<file path="src/rtl/proc_pkg.sv">
// Shared definitions for the instruction fetch path: fetch FSM states,
// read-latency limits and the default address width.
package proc_pkg;

  localparam int ADDR_W_DEFAULT = 8;

  // Legal IRAM read latency range, in cycles from iram_rd to valid data.
  localparam int RD_LAT_MIN = 1;
  localparam int RD_LAT_MAX = 4;

  // Wait counter width: it only ever holds RD_LAT-2, at most 2.
  localparam int LAT_CNT_W = 2;

  typedef enum logic [2:0] {
    S_IDLE   = 3'd0,
    S_READ   = 3'd1,
    S_WAIT   = 3'd2,
    S_LATCH  = 3'd3,
    S_DONE   = 3'd4,
    S_LOADER = 3'd5
  } fetch_state_e;

endpackage

</file>
<file path="src/rtl/fetch_ctrl_if.sv">
// Handshake bundle between the control unit / program loader (master side)
// and the fetch controller (slave side).
interface fetch_ctrl_if
  import proc_pkg::*;
#(
  parameter int ADDR_W = ADDR_W_DEFAULT
) ();

  logic              fetch_req;
  logic              jump;
  logic [ADDR_W-1:0] jump_addr;
  logic              ldr_req;
  logic              ldr_gnt;
  logic [ADDR_W-1:0] iram_addr;
  logic              iram_rd;
  logic              mbru_read_enable;
  logic              ins_valid;
  logic [ADDR_W-1:0] pc;
  logic              busy;

  modport master (
    output fetch_req, jump, jump_addr, ldr_req,
    input  ldr_gnt, iram_addr, iram_rd, mbru_read_enable, ins_valid, pc, busy
  );

  modport slave (
    input  fetch_req, jump, jump_addr, ldr_req,
    output ldr_gnt, iram_addr, iram_rd, mbru_read_enable, ins_valid, pc, busy
  );

endinterface

</file>
<file path="src/rtl/lat_counter.sv">
// Down-counter that times the IRAM read latency: loaded when the read is
// issued, decremented while waiting, zero flag ends the wait.
module lat_counter #(
  parameter int W = 2
) (
  input  logic         clk,
  input  logic         rst_n,
  input  logic         load,
  input  logic [W-1:0] load_val,
  input  logic         dec,
  output logic         zero
);

  logic [W-1:0] cnt_reg;

  // Load takes priority over decrement; the count never underflows.
  always_ff @(posedge clk or negedge rst_n) begin
    if (!rst_n) begin
      cnt_reg <= '0;
    end else if (load) begin
      cnt_reg <= load_val;
    end else if (dec && (cnt_reg != '0)) begin
      cnt_reg <= cnt_reg - W'(1);
    end
  end

  assign zero = (cnt_reg == '0);

endmodule

</file>
<file path="src/rtl/fetch_ctrl.sv">
// Instruction fetch controller: sequences one IRAM read per fetch request,
// tells the MBRU when to latch the data, advances/redirects the PC and
// arbitrates IRAM ownership with the program loader.
module fetch_ctrl
  import proc_pkg::*;
#(
  parameter int ADDR_W = ADDR_W_DEFAULT,
  parameter int RD_LAT = 1
) (
  input logic         clk,
  input logic         rst_n,
  fetch_ctrl_if.slave bus
);

  // WAIT covers RD_LAT-1 cycles; the counter runs RD_LAT-2 down to 0.
  localparam logic [LAT_CNT_W-1:0] WAIT_LOAD =
    LAT_CNT_W'((RD_LAT > 1) ? (RD_LAT - 2) : 0);

  fetch_state_e      state_reg, state_next;
  logic [ADDR_W-1:0] pc_reg;
  logic [ADDR_W-1:0] pend_addr_reg;
  logic              pend_valid_reg;
  logic [ADDR_W-1:0] iram_addr_reg;
  logic              iram_rd_reg, mbru_en_reg, ins_valid_reg, ldr_gnt_reg, busy_reg;
  logic [ADDR_W-1:0] idle_target;
  logic [ADDR_W-1:0] latch_target;
  logic              cnt_zero;

  lat_counter #(.W(LAT_CNT_W)) u_lat_counter (
    .clk      (clk),
    .rst_n    (rst_n),
    .load     (state_reg == S_READ),
    .load_val (WAIT_LOAD),
    .dec      (state_reg == S_WAIT),
    .zero     (cnt_zero)
  );

  // A jump seen this cycle beats an older pending jump, which beats the plain PC.
  assign idle_target  = bus.jump ? bus.jump_addr :
                        (pend_valid_reg ? pend_addr_reg : pc_reg);
  assign latch_target = bus.jump ? bus.jump_addr :
                        (pend_valid_reg ? pend_addr_reg : pc_reg + ADDR_W'(1));

  // Next-state selection; the loader is only ever admitted from IDLE.
  always_comb begin
    state_next = state_reg;
    unique case (state_reg)
      S_IDLE: begin
        if (bus.ldr_req)        state_next = S_LOADER;
        else if (bus.fetch_req) state_next = S_READ;
      end
      S_READ:   state_next = (RD_LAT > 1) ? S_WAIT : S_LATCH;
      S_WAIT:   state_next = cnt_zero ? S_LATCH : S_WAIT;
      S_LATCH:  state_next = S_DONE;
      S_DONE:   state_next = S_IDLE;
      S_LOADER: state_next = bus.ldr_req ? S_LOADER : S_IDLE;
      default:  state_next = S_IDLE;
    endcase
  end

  // State, PC and pending-jump bookkeeping.
  always_ff @(posedge clk or negedge rst_n) begin
    if (!rst_n) begin
      state_reg      <= S_IDLE;
      pc_reg         <= '0;
      pend_addr_reg  <= '0;
      pend_valid_reg <= 1'b0;
    end else begin
      state_reg <= state_next;
      unique case (state_reg)
        S_IDLE: begin
          pc_reg         <= idle_target;
          pend_valid_reg <= 1'b0;
        end
        S_LATCH: begin
          pc_reg         <= latch_target;
          pend_valid_reg <= 1'b0;
        end
        S_LOADER: begin
          if (!bus.ldr_req) pc_reg <= '0;
        end
        default: begin
          if (bus.jump) begin
            pend_valid_reg <= 1'b1;
            pend_addr_reg  <= bus.jump_addr;
          end
        end
      endcase
    end
  end

  // Outputs are registered from the next state so each strobe is glitch-free
  // and lines up exactly with the state it belongs to.
  always_ff @(posedge clk or negedge rst_n) begin
    if (!rst_n) begin
      iram_addr_reg <= '0;
      iram_rd_reg   <= 1'b0;
      mbru_en_reg   <= 1'b0;
      ins_valid_reg <= 1'b0;
      ldr_gnt_reg   <= 1'b0;
      busy_reg      <= 1'b0;
    end else begin
      if ((state_reg == S_IDLE) && (state_next == S_READ)) iram_addr_reg <= idle_target;
      iram_rd_reg   <= (state_next == S_READ);
      mbru_en_reg   <= (state_next == S_LATCH);
      ins_valid_reg <= (state_next == S_DONE);
      ldr_gnt_reg   <= (state_next == S_LOADER);
      busy_reg      <= (state_next != S_IDLE);
    end
  end

  assign bus.pc               = pc_reg;
  assign bus.iram_addr        = iram_addr_reg;
  assign bus.iram_rd          = iram_rd_reg;
  assign bus.mbru_read_enable = mbru_en_reg;
  assign bus.ins_valid        = ins_valid_reg;
  assign bus.ldr_gnt          = ldr_gnt_reg;
  assign bus.busy             = busy_reg;

endmodule

</file>
<file path="src/flat_wrapper.sv">
// flat-port wrapper written by rule: the top's interface ports become plain ports
module fetch_ctrl_flat import proc_pkg::*;
#(
  parameter int ADDR_W = ADDR_W_DEFAULT,
  parameter int RD_LAT = 1
)
  (clk, rst_n, bus_fetch_req, bus_jump, bus_jump_addr, bus_ldr_req, bus_ldr_gnt, bus_iram_addr, bus_iram_rd, bus_mbru_read_enable, bus_ins_valid, bus_pc, bus_busy);
  fetch_ctrl_if #(.ADDR_W(ADDR_W)) bus_i ();
  input logic clk;
  input logic rst_n;
  input wire logic [$bits(bus_i.fetch_req)-1:0] bus_fetch_req;
  input wire logic [$bits(bus_i.jump)-1:0] bus_jump;
  input wire logic [$bits(bus_i.jump_addr)-1:0] bus_jump_addr;
  input wire logic [$bits(bus_i.ldr_req)-1:0] bus_ldr_req;
  output wire logic [$bits(bus_i.ldr_gnt)-1:0] bus_ldr_gnt;
  output wire logic [$bits(bus_i.iram_addr)-1:0] bus_iram_addr;
  output wire logic [$bits(bus_i.iram_rd)-1:0] bus_iram_rd;
  output wire logic [$bits(bus_i.mbru_read_enable)-1:0] bus_mbru_read_enable;
  output wire logic [$bits(bus_i.ins_valid)-1:0] bus_ins_valid;
  output wire logic [$bits(bus_i.pc)-1:0] bus_pc;
  output wire logic [$bits(bus_i.busy)-1:0] bus_busy;
  assign bus_i.fetch_req = bus_fetch_req;
  assign bus_i.jump = bus_jump;
  assign bus_i.jump_addr = bus_jump_addr;
  assign bus_i.ldr_req = bus_ldr_req;
  assign bus_ldr_gnt = bus_i.ldr_gnt;
  assign bus_iram_addr = bus_i.iram_addr;
  assign bus_iram_rd = bus_i.iram_rd;
  assign bus_mbru_read_enable = bus_i.mbru_read_enable;
  assign bus_ins_valid = bus_i.ins_valid;
  assign bus_pc = bus_i.pc;
  assign bus_busy = bus_i.busy;
  fetch_ctrl #(.ADDR_W(ADDR_W), .RD_LAT(RD_LAT)) u_core (.clk(clk), .rst_n(rst_n), .bus(bus_i));
endmodule
</file>
<file path="config.mk">
export PLATFORM = sky130hd
export DESIGN_NAME = fetch_ctrl_flat
export DESIGN_NICKNAME = d
export VERILOG_FILES = /design/src/rtl/proc_pkg.sv /design/src/rtl/fetch_ctrl_if.sv /design/src/rtl/lat_counter.sv /design/src/rtl/fetch_ctrl.sv /design/src/flat_wrapper.sv
export SDC_FILE = /design/constraint.sdc
export NUM_CORES = 1
export LEC_CHECK = 0
export ABC_AREA = 1
export BUFFER_PORTS_ARGS = -buffer_cell sky130_fd_sc_hd__buf_2
export CAP_MARGIN = 10
export CORE_MARGIN = 1.5
export CORE_UTILIZATION = 55
export DETAILED_ROUTE_END_ITERATION = 8
export HOLD_SLACK_MARGIN = 0.06
export PLACE_DENSITY_LB_ADDON = 0.15
export SLEW_MARGIN = 5
export SYNTH_ARGS = -nofsm -noshare
export SYNTH_HDL_FRONTEND = slang
export SYNTH_SLANG_ARGS = --single-unit
</file>
<file path="constraint.sdc">
create_clock -name clk -period 1.6 [get_ports clk]
set_input_delay 0.32 -clock clk [delete_from_list [all_inputs] [get_ports clk]]
set_output_delay 0.32 -clock clk [all_outputs]
set_load 0.05 [all_outputs]
</file>
* Yosys cells after proc, flatten, opt, wreduce, memory -nomap -nowiden
Index checks and enable logic that the tools add are counted.
Storage, ports and cells: register bits after elaboration 35, input port bits 13, output and inout port bits 21, word-level logic and storage cells 53
Cells by class: add/sub/neg operators 2, equal/unequal tests 9, multiplexer cells 15, bitwise logic cells 2, reductions and logical operators 14
Operators with widths (count):
- 8-bit 2-to-1 mux | 5
- 8-bit case mux with 3 select lines | 1
- 3-bit case mux with 5 select lines | 1
- 3-bit by 2-bit equality test with 1-bit output, second input constant | 3
- 3-bit equality test, second input constant | 3
- 3-bit 2-to-1 mux | 3
- 8-bit by 1-bit adder with 8-bit output, second input constant | 1
- 3-bit by 1-bit equality test with 1-bit output, second input constant | 2
- 2-bit AND reduction | 3
- 2-bit nonzero test | 3
- 3-bit nonzero test | 2
- 2-bit 2-to-1 mux | 2
- 3-bit zero test | 1
- 3-bit OR reduction | 1
- 1-bit logical AND | 2
- 2-bit zero test | 1
- 1-bit 2-to-1 mux | 2
- 2-bit inequality test, second input constant | 1
- 1-bit NOT | 2
- 1-bit case mux with 2 select lines | 1
- 2-bit OR reduction | 1
- 2-bit by 1-bit subtractor with 2-bit output, second input constant | 1

* Logic depth before layout (Yosys ltp)
word-level depth 5, gate-level depth with buffers 10, gate-level depth less buffers 10

* Cells and area by module
Synthesis repeated with hierarchy kept, for this count alone.
Unflattened totals: cell total of the unflattened synthesis 276, area, all modules 2072.0 µm²
Modules (own cells, without submodules):
- fetch_ctrl | times used 1, cells each 257, area each 1944.4 µm², seq. area each 825.8 µm²
- lat_counter | times used 1, cells each 19, area each 127.6 µm², seq. area each 50.0 µm²

* Worst setup path after synthesis
Ideal clock, no wire load.
kind register to register, start register u_core.pc_reg[1], in the netlist u_core.bus.pc[1], end register u_core.pc_reg[6], in the netlist u_core.bus.pc[6], library setup time 121 ps, arrival 1496 ps, data required time 1479 ps, slack -17 ps, cell stages (with the launch flop) 9, buffers on the path 0, clock period less this slack 1617 ps, path through dfrtp_1 > ha_1 > nand3_1 > o21ai_0 > nand3_1 > nand2_1 > nand2_1 > nand2_1 > a21oi_1
Between the ends: cells in the longest elaborated chain, start to end 4
RTL lines:
- start: declaration | line fetch_ctrl.sv:20 | logic [ADDR_W-1:0] pc_reg;
- start signal: assignment | line fetch_ctrl.sv:72 | pc_reg <= idle_target;
- start signal: assignment | line fetch_ctrl.sv:76 | pc_reg <= latch_target;
- 8-bit by 1-bit adder with 8-bit output | line fetch_ctrl.sv:42 | (pend_valid_reg ? pend_addr_reg : pc_reg + ADDR_W'(1));
- 8-bit 2-to-1 mux | line fetch_ctrl.sv:42
- 8-bit 2-to-1 mux | line fetch_ctrl.sv:41 | assign latch_target = bus.jump ? bus.jump_addr :
- 8-bit case mux with 3 select lines | line fetch_ctrl.sv:70 | unique case (state_reg)
Every way passes these cells. A chain may end at the register's enable or synchronous reset.

* Worst setup path after layout
start register u_core.state_reg[1], end register u_core.pc_reg[5], in the netlist u_core.bus.pc[5]
Between the ends: cells in the longest elaborated chain, start to end 3, elaborated cells between the ends (all ways) 7, classes of those cells eq/ne (3); mux (1); reduce/logical (3)
RTL lines:
- start: declaration | line fetch_ctrl.sv:19 | fetch_state_e state_reg, state_next;
- start signal: assignment | line fetch_ctrl.sv:69 | state_reg <= state_next;
- 3-bit equality test, or another cell as far along | line fetch_ctrl.sv:70
- 2-bit inequality test (no line) / 3-bit nonzero test (equally long branches)
- 2-bit AND reduction (no line)
Parallel ways exist; a longest one is shown, timed or not.

==> results.yml <==
drt:
  met1Wirelength_um: 1970
  drt-total-wl_um: 4720
  ant_nets: 0
  wl_met2_um: 2170
  top_layer_used: "met4"
  wl_met3_um: 463
  vias: 1881
  wl_per_cell_um: 13.3
  drt_iter0_drc: 90
  drc: 0
  first_pass_iters: 5
  avgViaCountPerCell: 5.28
critical_path:
  cp.required_ns: 1.82
  crit_path_end_kind: "flop"
  crit_arrival_ns: 1.75
  critPathLaunchType: "flop"
  critical_path_class: "reg -> reg"
  crit_fanout: 7
clocking:
  cts.sink_count: 35
  htreeDepth: 2
  cts_root_buf: "clkbuf_4"
  clk_path_buf_depth: 2
  cts_buffers: 5
  clk_pin_slew_worst_paths_ns: 0.10
  worst_skew_pair.late_latency_ns: 0.34
  cts_tree: "done"
timing:
  fin_crit_sh_pct: 95.8
  worst_slew_pin_slew_ns: 0.458
  whs_ns: 0.202
  fin_crit_ns: 1.53
  drv_slew: 0
  finalSetupTns_ns: 0
  slew_headroom_pct: 69.5
  hold_viol_final: 0
  final-setup-viol-count: 0
  max_clock_freq_mhz: 652
  finalClockSkew_ns: 0.0112
yosys:
  ys_seq_elements: 35
  synth.distinct_cells: 26
  syn_area_per_cell_um2: 7.48
  syn-num-nets: 272
  yosysSeqAreaShare_pct: 45.6
  yosys_warnings: 0
  netlist_instances: 257
  syn_area_um2: 1920
placed_design:
  io_buffers: 33
  dp_hpwl_um: 3270
  gp_congestion: 0.844
  dpl_cell_area_um2: 2170
  dp.cells: 337
floorplanning:
  core_um2: 3340
  pin_count: 34
  initial_core_util_pct: 57.6
  die_h_um: 62.1
  die_area_um2: 3860
  die_w_um: 62.1
  rows: 21
finish:
  drive_gt1_share_pct: 26.8
  fin_nets: 325
  fin_area_um2: 2350
  antenna_cells: 0
  syn2layout_area_growth_pct: 22.1
  regArea_um2: 880
  finalNonFillerCells: 356
  multi_input_area_um2: 931
  fillers: 302
status:
  outcome: "finished clean"
min_path:
  hp-class: "in -> reg"
global_route:
  grt_overflow_total: 0
  grt_pass1_wl_um: 7580
  first_global_vias: 1645
  grt_max_degree: 27
  antenna_found_initial: 0
  gr-usage-all-layers_pct: 24.9
run:
  drv_cap: 0
-- cells in the final DEF, fill, tap and decap left out --
cell type      instances
nand2_1               53
nor2_1                48
buf_2                 33
dfrtp_1               32
inv_1                 25
o21ai_0               24
a21oi_1               17
buf_4                 16
nand3_1               12
nand2_2                7
o21bai_1               5
clkbuf_4               5
nand2_4                4
inv_2                  3
o22ai_1                3
dfrtp_2                3
nor2_4                 2
o21ai_2                2
ha_1                   2
clkbuf_1               2
nor3_4                 1
nand3_2                1
o21ai_4                1
nor3_1                 1
nand4_1                1
clkinvlp_4             1
a31o_2                 1
or2_2                  1
inv_4                  1
o211ai_1               1
dlygate4sd3_1          1
buf_12                 1
-- area by class of cell --
| class | instances | area share [%] |
|---|---|---|
| clock buffers | 7 | 1.92 |
| inverters | 30 | 5.06 |
| multi-input cells | 187 | 39.7 |
| flip-flops and latches | 35 | 37.5 |
| well taps | 46 | 2.45 |
| repair buffers | 51 | 13.4 |
-- per-stage QoR --
stage / setup slack (ns) / utilization [%]
CTS: 0.0278 / 66.7
global route: -0.0197 / 70.3
detailed placement: 0.0478 / 65.0
floorplan: 0.129 / -
global placement: 0.124 / 65.0
finish: 0.0669 / 70.3
-- cells in the mapped netlist --
cell type,n,area [µm²]
nand2_2,5,31.3
nand2_4,2,22.5
clkbuf_1,2,7.51
buf_2,3,15.0
ha_1,2,25.0
o211ai_1,1,7.51
o21ai_0,24,120
a21oi_1,17,85.1
nor3_4,1,16.3
nand2_1,56,210
nor2_1,48,180
or2_2,1,6.26
a31o_2,1,8.76
o21ai_2,3,26.3
inv_1,28,105
nor2_4,1,11.3
o22ai_1,3,18.8
clkinv_2,1,5.00
nand4_1,1,6.26
inv_2,1,3.75
o21bai_1,5,37.5
buf_12,1,20.0
nor3_1,1,5.00
nand3_1,13,65.1
dfrtp_1,35,876
nor2_2,1,6.26
-- layer usage --
metal  up-vias  track usage, %
met5         -               0
met4         0            10.6
met3        11            5.80
met2        97            37.8
met1       847            34.6
li1        926               -
-- worst paths after layout --
kind                       slack, ns  cells past startpoint                                   to                           startpoint
max reg2reg                     0.07                      9         u_core.bus.pc[5]$_DFFE_PN0P_        u_core.state_reg[1]$_DFF_PN0_
min in group asynchronous       0.45                      2       u_core.bus.ins_valid$_DFF_PN0_                                rst_n
max                             0.07                      9         u_core.bus.pc[5]$_DFFE_PN0P_        u_core.state_reg[1]$_DFF_PN0_
max in group asynchronous       0.58                      3         u_core.bus.pc[6]$_DFFE_PN0P_                                rst_n
min reg2reg                     0.49                      2  u_core.bus.iram_addr[5]$_DFFE_PN0P_  u_core.bus.iram_addr[5]$_DFFE_PN0P_
min                             0.20                      3  u_core.pend_addr_reg[0]$_DFFE_PN0P_                     bus_jump_addr[0]
-- critical path, stage by stage, from the launching register on --
cell	delay, ns
dfrtp_1	0.40
inv_2	0.11
nand2_2	0.10
nor2_4	0.15
nor2_4	0.07
nand2_4	0.13
nand2_4	0.10
buf_4	0.17
nor2_1	0.10
a21oi_1	0.09
-- what timing repair did --
item,in CTS,in global routing
hold buffers,1,0
resized for setup,0,13
setup endpoints to repair,0,17
endpoints found under the hold margin,20,0
buffers inserted,0,10
-- logic make-up (layout without fill, tap and decap cells) --
logic type	after synthesis	after routing	share of synthesized area (%)
AO/OA/AOI/OAI	54	54	15.8
adder cells (fa/ha/maj)	2	2	1.30
buffers and inverters	36	88	8.14
flip-flops	35	35	45.6
AND/OR/NAND/NOR	130	131	29.2
Power is not shown: default switching activity piles up to over one toggle a cycle in this logic, so the estimate is an artifact.
